File: src/rtl/vga_timing_pkg.sv
// Raster timing constants and helpers shared by the timing generator.
// Defaults describe the standard 640x480@60 mode.
package vga_timing_pkg;

    localparam int DEF_CW       = 10;
    localparam int DEF_FW       = 8;

    localparam int DEF_H_ACTIVE = 640;
    localparam int DEF_H_FP     = 16;
    localparam int DEF_H_SYNC   = 96;
    localparam int DEF_H_BP     = 48;

    localparam int DEF_V_ACTIVE = 480;
    localparam int DEF_V_FP     = 10;
    localparam int DEF_V_SYNC   = 2;
    localparam int DEF_V_BP     = 33;

    localparam int DEF_H_TOTAL =
        DEF_H_ACTIVE + DEF_H_FP + DEF_H_SYNC + DEF_H_BP;
    localparam int DEF_V_TOTAL =
        DEF_V_ACTIVE + DEF_V_FP + DEF_V_SYNC + DEF_V_BP;

    localparam int DEF_HS_START = DEF_H_ACTIVE + DEF_H_FP;
    localparam int DEF_HS_END   = DEF_HS_START + DEF_H_SYNC;
    localparam int DEF_VS_START = DEF_V_ACTIVE + DEF_V_FP;
    localparam int DEF_VS_END   = DEF_VS_START + DEF_V_SYNC;

    // Total period of one axis: visible + porches + sync.
    function automatic int span_total(
        input int act,
        input int fp,
        input int sync,
        input int bp
    );
        return act + fp + sync + bp;
    endfunction

    // True when a counter of width cw can hold 0..total-1.
    function automatic bit fits_cw(input int total, input int cw);
        if (cw <= 0 || cw > 30)
            return 1'b0;
        return (total > 0) && (total <= (1 << cw));
    endfunction

endpackage

File: src/rtl/wrap_counter.sv
// Counter that counts 0..LIMIT and wraps to 0.
// clr has priority over en; at_limit flags the terminal value.
module wrap_counter
    import vga_timing_pkg::*;
#(
    parameter int W     = DEF_CW,
    parameter int LIMIT = DEF_H_TOTAL - 1
) (
    input  logic         clk,
    input  logic         rst,
    input  logic         en,
    input  logic         clr,
    output logic [W-1:0] count,
    output logic         at_limit
);

    localparam logic [W-1:0] LIM = W'(LIMIT);

    assign at_limit = (count == LIM);

    // Clear, else step with wrap at LIMIT, else hold.
    always_ff @(posedge clk or negedge rst) begin
        if (!rst)
            count <= '0;
        else if (clr)
            count <= '0;
        else if (en)
            count <= at_limit ? '0 : count + W'(1);
    end

endmodule

File: src/rtl/vga_timing_gen.sv
// Parametrised raster timing generator: h/v wrap counters plus
// registered sync, blanking and line/frame markers.
module vga_timing_gen
    import vga_timing_pkg::*;
#(
    parameter int CW       = DEF_CW,
    parameter int H_ACTIVE = DEF_H_ACTIVE,
    parameter int H_FP     = DEF_H_FP,
    parameter int H_SYNC   = DEF_H_SYNC,
    parameter int H_BP     = DEF_H_BP,
    parameter int V_ACTIVE = DEF_V_ACTIVE,
    parameter int V_FP     = DEF_V_FP,
    parameter int V_SYNC   = DEF_V_SYNC,
    parameter int V_BP     = DEF_V_BP,
    parameter bit HS_POL   = 1'b0,
    parameter bit VS_POL   = 1'b0,
    parameter int FW       = DEF_FW
) (
    input  logic          clk,
    input  logic          rst,
    input  logic          enable,
    input  logic          restart,
    output logic [CW-1:0] h_count,
    output logic [CW-1:0] v_count,
    output logic          hsync,
    output logic          vsync,
    output logic          active,
    output logic          line_end,
    output logic          frame_end,
    output logic [FW-1:0] frame_count
);

    localparam int H_TOTAL = span_total(H_ACTIVE, H_FP, H_SYNC, H_BP);
    localparam int V_TOTAL = span_total(V_ACTIVE, V_FP, V_SYNC, V_BP);

    // One extra bit so that bounds equal to 2^CW stay representable.
    localparam logic [CW:0] HA    = (CW+1)'(H_ACTIVE);
    localparam logic [CW:0] VA    = (CW+1)'(V_ACTIVE);
    localparam logic [CW:0] HS_LO = (CW+1)'(H_ACTIVE + H_FP);
    localparam logic [CW:0] HS_HI = (CW+1)'(H_ACTIVE + H_FP + H_SYNC);
    localparam logic [CW:0] VS_LO = (CW+1)'(V_ACTIVE + V_FP);
    localparam logic [CW:0] VS_HI = (CW+1)'(V_ACTIVE + V_FP + V_SYNC);

    localparam logic [CW-1:0] H_LAST = CW'(H_TOTAL - 1);
    localparam logic [CW-1:0] V_LAST = CW'(V_TOTAL - 1);

    if (!fits_cw(H_TOTAL, CW) || !fits_cw(V_TOTAL, CW) ||
        H_SYNC == 0 || V_SYNC == 0) begin : g_cfg_err
        $error("vga_timing_gen: bad raster configuration");
    end

    logic          h_last;
    logic          v_last;
    logic          v_en;
    logic [CW-1:0] h_nxt;
    logic [CW-1:0] v_nxt;
    logic [CW:0]   h_ext;
    logic [CW:0]   v_ext;
    logic          hs_nxt;
    logic          vs_nxt;
    logic          act_nxt;
    logic          le_nxt;
    logic          fe_nxt;
    logic          frame_wrap;

    assign v_en = enable & h_last;

    wrap_counter #(
        .W     (CW),
        .LIMIT (H_TOTAL - 1)
    ) u_h (
        .clk      (clk),
        .rst      (rst),
        .en       (enable),
        .clr      (restart),
        .count    (h_count),
        .at_limit (h_last)
    );

    wrap_counter #(
        .W     (CW),
        .LIMIT (V_TOTAL - 1)
    ) u_v (
        .clk      (clk),
        .rst      (rst),
        .en       (v_en),
        .clr      (restart),
        .count    (v_count),
        .at_limit (v_last)
    );

    // Position the counters will hold after this edge, so the
    // registered flags line up with the counts with zero skew.
    always_comb begin
        h_nxt = h_count;
        v_nxt = v_count;
        if (restart) begin
            h_nxt = '0;
            v_nxt = '0;
        end else if (enable) begin
            h_nxt = h_last ? '0 : h_count + CW'(1);
            if (h_last)
                v_nxt = v_last ? '0 : v_count + CW'(1);
        end
    end

    // Decode the upcoming position into sync/blank/marker levels.
    always_comb begin
        h_ext      = {1'b0, h_nxt};
        v_ext      = {1'b0, v_nxt};
        hs_nxt     = (h_ext >= HS_LO) && (h_ext < HS_HI);
        vs_nxt     = (v_ext >= VS_LO) && (v_ext < VS_HI);
        act_nxt    = (h_ext < HA) && (v_ext < VA);
        le_nxt     = (h_nxt == H_LAST);
        fe_nxt     = le_nxt && (v_nxt == V_LAST);
        frame_wrap = !restart && enable && h_last && v_last;
    end

    // Registered flags and the completed-frame counter.
    always_ff @(posedge clk or negedge rst) begin
        if (!rst) begin
            hsync       <= ~HS_POL;
            vsync       <= ~VS_POL;
            active      <= 1'b1;
            line_end    <= 1'b0;
            frame_end   <= 1'b0;
            frame_count <= '0;
        end else begin
            hsync     <= hs_nxt ? HS_POL : ~HS_POL;
            vsync     <= vs_nxt ? VS_POL : ~VS_POL;
            active    <= act_nxt;
            line_end  <= le_nxt;
            frame_end <= fe_nxt;
            if (frame_wrap)
                frame_count <= frame_count + FW'(1);
        end
    end

endmodule
File: config.mk
export PLATFORM = sky130hd
export DESIGN_NAME = vga_timing_gen
export DESIGN_NICKNAME = d
export VERILOG_FILES = /design/src/rtl/vga_timing_pkg.sv /design/src/rtl/wrap_counter.sv /design/src/rtl/vga_timing_gen.sv
export SDC_FILE = /design/constraint.sdc
export NUM_CORES = 1
export LEC_CHECK = 0
export ABC_CLOCK_PERIOD_IN_PS = 8600
export CORE_ASPECT_RATIO = 0.75
export CORE_MARGIN = 2
export CORE_UTILIZATION = 45
export DETAILED_ROUTE_END_ITERATION = 12
export GPL_TIMING_DRIVEN = 0
export PLACE_DENSITY = 0.8
export SYNTH_ARGS = -nofsm -noshare
export SYNTH_HDL_FRONTEND = slang
export SYNTH_HIERARCHICAL = 1
export SYNTH_SLANG_ARGS = --single-unit
export TNS_END_PERCENT = 5
File: constraint.sdc
create_clock -name clk -period 8.6 [get_ports clk]
set_clock_uncertainty 0.15 [all_clocks]
set_input_delay 0.86 -clock clk [delete_from_list [all_inputs] [get_ports clk]]
set_output_delay 0.86 -clock clk [all_outputs]
set_load 0.01 [all_outputs]
======== Word-level counts from Yosys, hierarchy flattened ========
Index checks and enable logic that the tools add are counted.
Widths: inputs -> output; s select.
operators by class
  add/sub/neg operators ................... 3
  $lt $le $gt $ge ......................... 6
  equality and inequality tests ........... 4
  multiplexer cells ....................... 11
  bitwise logic cells ..................... 1
  reduce and logical (&&, ||, !) cells .... 9
operators by type and width
  cell                   number
  $mux 10                9
  $eq 10x10->1 const B   4
  $add 10x1->10 const B  2
  $lt 10x10->1 const B   2
  $lt 10x9->1 const B    2
  $ge 10x10->1 const B   1
  $ge 10x9->1 const B    1
  $add 8x1->8 const B    1
  $logic_and 1x1->1      7
  $mux 1                 2
  $reduce_bool 2->1      1
  $and 1x1->1            1
  $logic_not 1->1        1
word-level totals
  bits in registers ....................... 33
  input bits .............................. 4

======== Longest topological paths before layout ========
  depth in word-level cells ............... 8
  mapped depth ............................ 9
  mapped depth without buffers ............ 9

======== Hierarchy ========
Netlist, hierarchy kept.
modules (own cells, without submodules)
  module               times used  cells each  area each (µm²)  seq. area each (µm²)
  vga_timing_gen       1           124         1063.5           329.1
  wrap_counter at u_h  1           59          594.3            250.2
  wrap_counter at u_v  1           56          571.8            250.2

======== Worst setup path after synthesis ========
No wires, ideal clock.
  path kind ............................... reg-to-reg
  from .................................... register u_h.count[0]
  to ...................................... register frame_end
  setup time .............................. 0.111 ns
  arrival ................................. 2.604 ns
  required time ........................... 8.339 ns
  setup slack ............................. 5.735 ns
  cell stages (with the launch flop) ...... 10
  path through ............................ dfrtp_1 > ha_1 > nand4bb_1 > nor3_1 > nand3_2 > buf_6 > or4_1 > a31oi_1 > o21ai_1 > a2111oi_2
between the ends
  longest elaborated chain between the ends .. 6
RTL lines
  what                                    RTL line                                      text
  from (decl)                             wrap_counter.sv:13                            output logic [W-1:0] count,
  from (signal assigned)                  wrap_counter.sv:28                            count <= at_limit ? '0 : count + W'(1);
  $eq 10x10->1 (*)                        wrap_counter.sv:19                            assign at_limit = (count == LIM);
  via h_last                              vga_timing_gen.sv:52                          logic h_last;
  $mux 10, on equally long branches       vga_timing_gen.sv:101, vga_timing_gen.sv:102
  $mux 10, on equally long branches       -
  $mux 10                                 vga_timing_gen.sv:97                          if (restart) begin
  $eq 10x10->1, on equally long branches  vga_timing_gen.sv:114, vga_timing_gen.sv:115
  $logic_and 1x1->1 (*)                   vga_timing_gen.sv:115                         fe_nxt = le_nxt && (v_nxt == V_LAST);
  via fe_nxt                              vga_timing_gen.sv:63                          logic fe_nxt;
  to (signal assigned)                    vga_timing_gen.sv:133                         frame_end <= fe_nxt;
  to (decl)                               vga_timing_gen.sv:29                          output logic frame_end,
Mark *: on every way through the listed nets, which the timed path passes. The rest lies on a longest branch.
A chain may end at the register's enable or synchronous reset.

======== Final worst setup path ========
  from .................................... register u_h.count[0]
  to ...................................... register frame_count[7]
between the ends
  longest elaborated chain between the ends .. 3
RTL lines
  what                            RTL line               text
  $eq 10x10->1                    wrap_counter.sv:19
  via h_last                      vga_timing_gen.sv:52
  $logic_and 1x1->1 (2 in a row)  vga_timing_gen.sv:116  frame_wrap = !restart && enable && h_last && v_last;
  to (signal assigned)            vga_timing_gen.sv:135  frame_count <= frame_count + FW'(1);
  to (decl)                       vga_timing_gen.sv:30   output logic [FW-1:0] frame_count
The timed path passes the listed nets, and every way through them passes these cells.

==> results.cfg <==
[floorplan]
starting_utilization_of_the_core_area_pct = 46.0
die_ar_um2 = 5540
die_width_um = 85.3
placeableCoreArea_um2 = 4840
die_h_um = 65.0
pin_count = 37
rows = 22

[layout]
layout_area_growth_over_synthesis_pct = 23.8
num_antenna_cells = 0
sequential_cell_area_um2 = 830
finish.instance_area_um2 = 2760
multi_input_comb_area_um2 = 1320
nNetsFinal = 292
layout-drive-gt1-share_pct = 9.89
final.fill_count = 428

[global_routing]
grt_usage_pct = 20.3
first_global_vias = 1862
gr-total-overflow = 0
grt_max_degree = 34
wire_length_of_the_first_global_routing_pass_um = 8850
grt_antenna_before_repair = 0

[timing]
tightestPinTransition_ns = 0.764
finalCriticalPeriod_ns = 3.52
rsz_0062_raised_after_global_routing = false
timing.hold.ws_ns = 0.326
final_max_slew_viol_count = 0
setup-tns-final_ns = 0
count_of_final_setup_violators = 0
final.period_utilization_pct = 40.9
relSlewSlack_pct = 48.7
fmax_mhz = 284
timing.final.hold_violations = 0

[clock_network]
h-tree-depth = 2
clock-sinks = 33
tritoncts.num_buffers = 5
clk_latency_ns = 0.29
cts_resized = 0
clock_tree_from_tritoncts = done
clkSlewWorstSetupHoldPaths_ns = 0.07
postCtsSetupBuffers = 0
ctsLongestPathBuffers = 2
cts.hold.buffers_added = 0
cts_root_buffer = sky130_fd_sc_hd__clkbuf_8

[yosys]
async_flop_share_pct = 100
synth_common_cells = 30 x sky130_fd_sc_hd__dfrtp_1, 21 x sky130_fd_sc_hd__nand2_1, 21 x sky130_fd_sc_hd__nor2_1
yosysMostFrequentCell = sky130_fd_sc_hd__dfrtp_1
post_synth.cell_area_avg_um2 = 9.33
synth_seq_area_share_pct = 37.2
synth_cells = 239
netlist_area_um2 = 2230
synth_warnings = 6
synth.area.top_cells = sky130_fd_sc_hd__dfrtp_1 34%, sky130_fd_sc_hd__xnor2_1 5.1%, sky130_fd_sc_hd__xor2_1 4.3%, sky130_fd_sc_hd__dfstp_2 3.5%, sky130_fd_sc_hd__nand2_1 3.5%
ys.flop_type = sky130_fd_sc_hd__dfrtp_1
mappedNetlistNets = 249
fraction_of_post_synthesis_cell_area_in_the_top_cell_type_by_area_pct = 33.7
netlist.top_cell.by_area = sky130_fd_sc_hd__dfrtp_1
yosys.cell_types.count = 61
synth_enable_flop_cells = 0
postSynthRegisterBits = 33

[outcome]
run_status = completed

[worst_setup_path]
cp_num_cells = 8
critical_path_cell_sequence = ha_1 -> nand4bb_1 -> nor3_1 -> nand2_1 -> nor3b_1 -> and4_1 -> nand3_1 -> xnor2_1
critical-path-max-stage-delay_ns = 0.65
worstPathMaxFanout = 12
setup.worst_path.end_class = register
worstSetupStartpointType = register
critPathRequiredTime_ns = 8.63
critPathKind = reg2reg
critical_path.top_delay_family = simple AND/OR/NAND/NOR gates
critPathArrivalTime_ns = 3.55
critPathSlowestCell = sky130_fd_sc_hd__nor3_1
rr_worst_depth = 8
cp_num_buf_inv = 0

[min_path]
min_delay_path_depth = 1
hold_path_class = reg2reg

[drt]
drt-wirelength-per-cell_um = 14.8
route.antenna.remaining_nets = 0
initialDrtViolationCount = 177
post-route-drc-count = 0
post_drt_via_cell_ratio = 5.82
drtPass1Iterations = 4
routed-via-count = 1996
postRouteWirelength_um = 5080

[power]
static-leakage-power_nw = 1.08
largest_voltage_drop_on_the_vdd_net_uv = 64.5
power-per-cell-area_nw_per_um2 = 110

[placement]
placedInstanceArea_um2 = 2660
buffer_ports.inserted = 36
gp_routability_congestion = 0.848
hpwl_um = 3650

[job]
max-cap-violations = 0
==> cell families after synthesis <==
| kind of cell | synth area share, % |
|---|---|
| XOR/XNOR | 9.43 |
| adder cells (fa/ha/maj) | 3.37 |
| multiplexers | 1.01 |
| AO/OA/AOI/OAI | 17.1 |
| flip-flops | 37.2 |
| AND/OR/NAND/NOR | 28.5 |
| buffers and inverters | 3.42 |
==> path summary, 6_finish.rpt <==
check | endpoint | start | slack (ns)
min in group asynchronous | u_h/count[2]$_DFFE_PN0P_ | rst | 0.47
max in group asynchronous | frame_end$_DFF_PN0_ | rst | 7.36
min | frame_count[7]$_DFFE_PN0P_ | frame_count[7]$_DFFE_PN0P_ | 0.33
max reg2reg | frame_count[7]$_DFFE_PN0P_ | u_h/count[0]$_DFFE_PN0P_ | 5.08
min reg2reg | frame_count[7]$_DFFE_PN0P_ | frame_count[7]$_DFFE_PN0P_ | 0.33
max | frame_count[7]$_DFFE_PN0P_ | u_h/count[0]$_DFFE_PN0P_ | 5.08
==> state kept, by name (all words and copies together) (netlist names) <==
name         cells
frame_end        1
frame_count      8
u_v/count       10
u_h/count       10
hsync            1
vsync            1
line_end         1
active           1
==> cell type report <==
type / count / area share, %
buffer: 4 / 0.997
clock buffer: 7 / 3.49
clock inverter: 1 / 0.181
inverter: 13 / 1.77
multi-input combinational: 189 / 47.9
sequential: 33 / 30.0
tap: 60 / 2.72
timing repair buffer: 36 / 12.9
==> report_power, final <==
part | internal [W] | leakage [nW] | switching, W | total, W
registers | 0.000156 | 0.450 | 0.00000242 | 0.000158
logic | 0.00000574 | 0.576 | 0.00000985 | 0.0000156
clock network | 0.0000723 | 0.0542 | 0.0000585 | 0.000131
total | 0.000234 | 1.08 | 0.0000708 | 0.000305
==> through the flow <==
step	power [W]	utilization [%]	setup WS, ns	std cells
floorplan	0.000168	-	5.73	239
global placement	0.000177	55.0	5.17	335
detailed placement	0.000177	54.9	5.12	335
CTS	0.000309	57.0	5.07	343
global route	0.000318	57.0	4.83	343
finish	0.000305	57.0	5.08	343
==> cell usage in the layout (no fill, tap or decap), types with 3 or more instances in the layout <==
master / count
sky130_fd_sc_hd__a21oi_1: 9
sky130_fd_sc_hd__and4_1: 4
sky130_fd_sc_hd__clkbuf_8: 7
sky130_fd_sc_hd__clkdlybuf4s50_1: 35
sky130_fd_sc_hd__dfrtp_1: 30
sky130_fd_sc_hd__dfstp_2: 3
sky130_fd_sc_hd__ha_1: 6
sky130_fd_sc_hd__inv_1: 13
sky130_fd_sc_hd__nand2_1: 21
sky130_fd_sc_hd__nand3_1: 8
sky130_fd_sc_hd__nand4_1: 8
sky130_fd_sc_hd__nor2_1: 21
sky130_fd_sc_hd__nor3_1: 11
sky130_fd_sc_hd__nor3b_1: 3
sky130_fd_sc_hd__nor4_1: 4
sky130_fd_sc_hd__o21ai_0: 8
sky130_fd_sc_hd__o21ai_1: 4
sky130_fd_sc_hd__o311ai_0: 3
sky130_fd_sc_hd__o31ai_1: 3
sky130_fd_sc_hd__or3_1: 3
sky130_fd_sc_hd__or4_1: 4
sky130_fd_sc_hd__xnor2_1: 13
sky130_fd_sc_hd__xor2_1: 11
==> routing by layer <==
layer / track usage, % / part of all wire, % / vias up
met5: 0 / 0 / -
met4: 9.72 / 1.6 / 0
met3: 3.44 / 6.2 / 5
met2: 29.3 / 46 / 59
met1: 29.4 / 46 / 947
li1: - / - / 985
No activity file was read; power rests on OpenSTA's default activity.
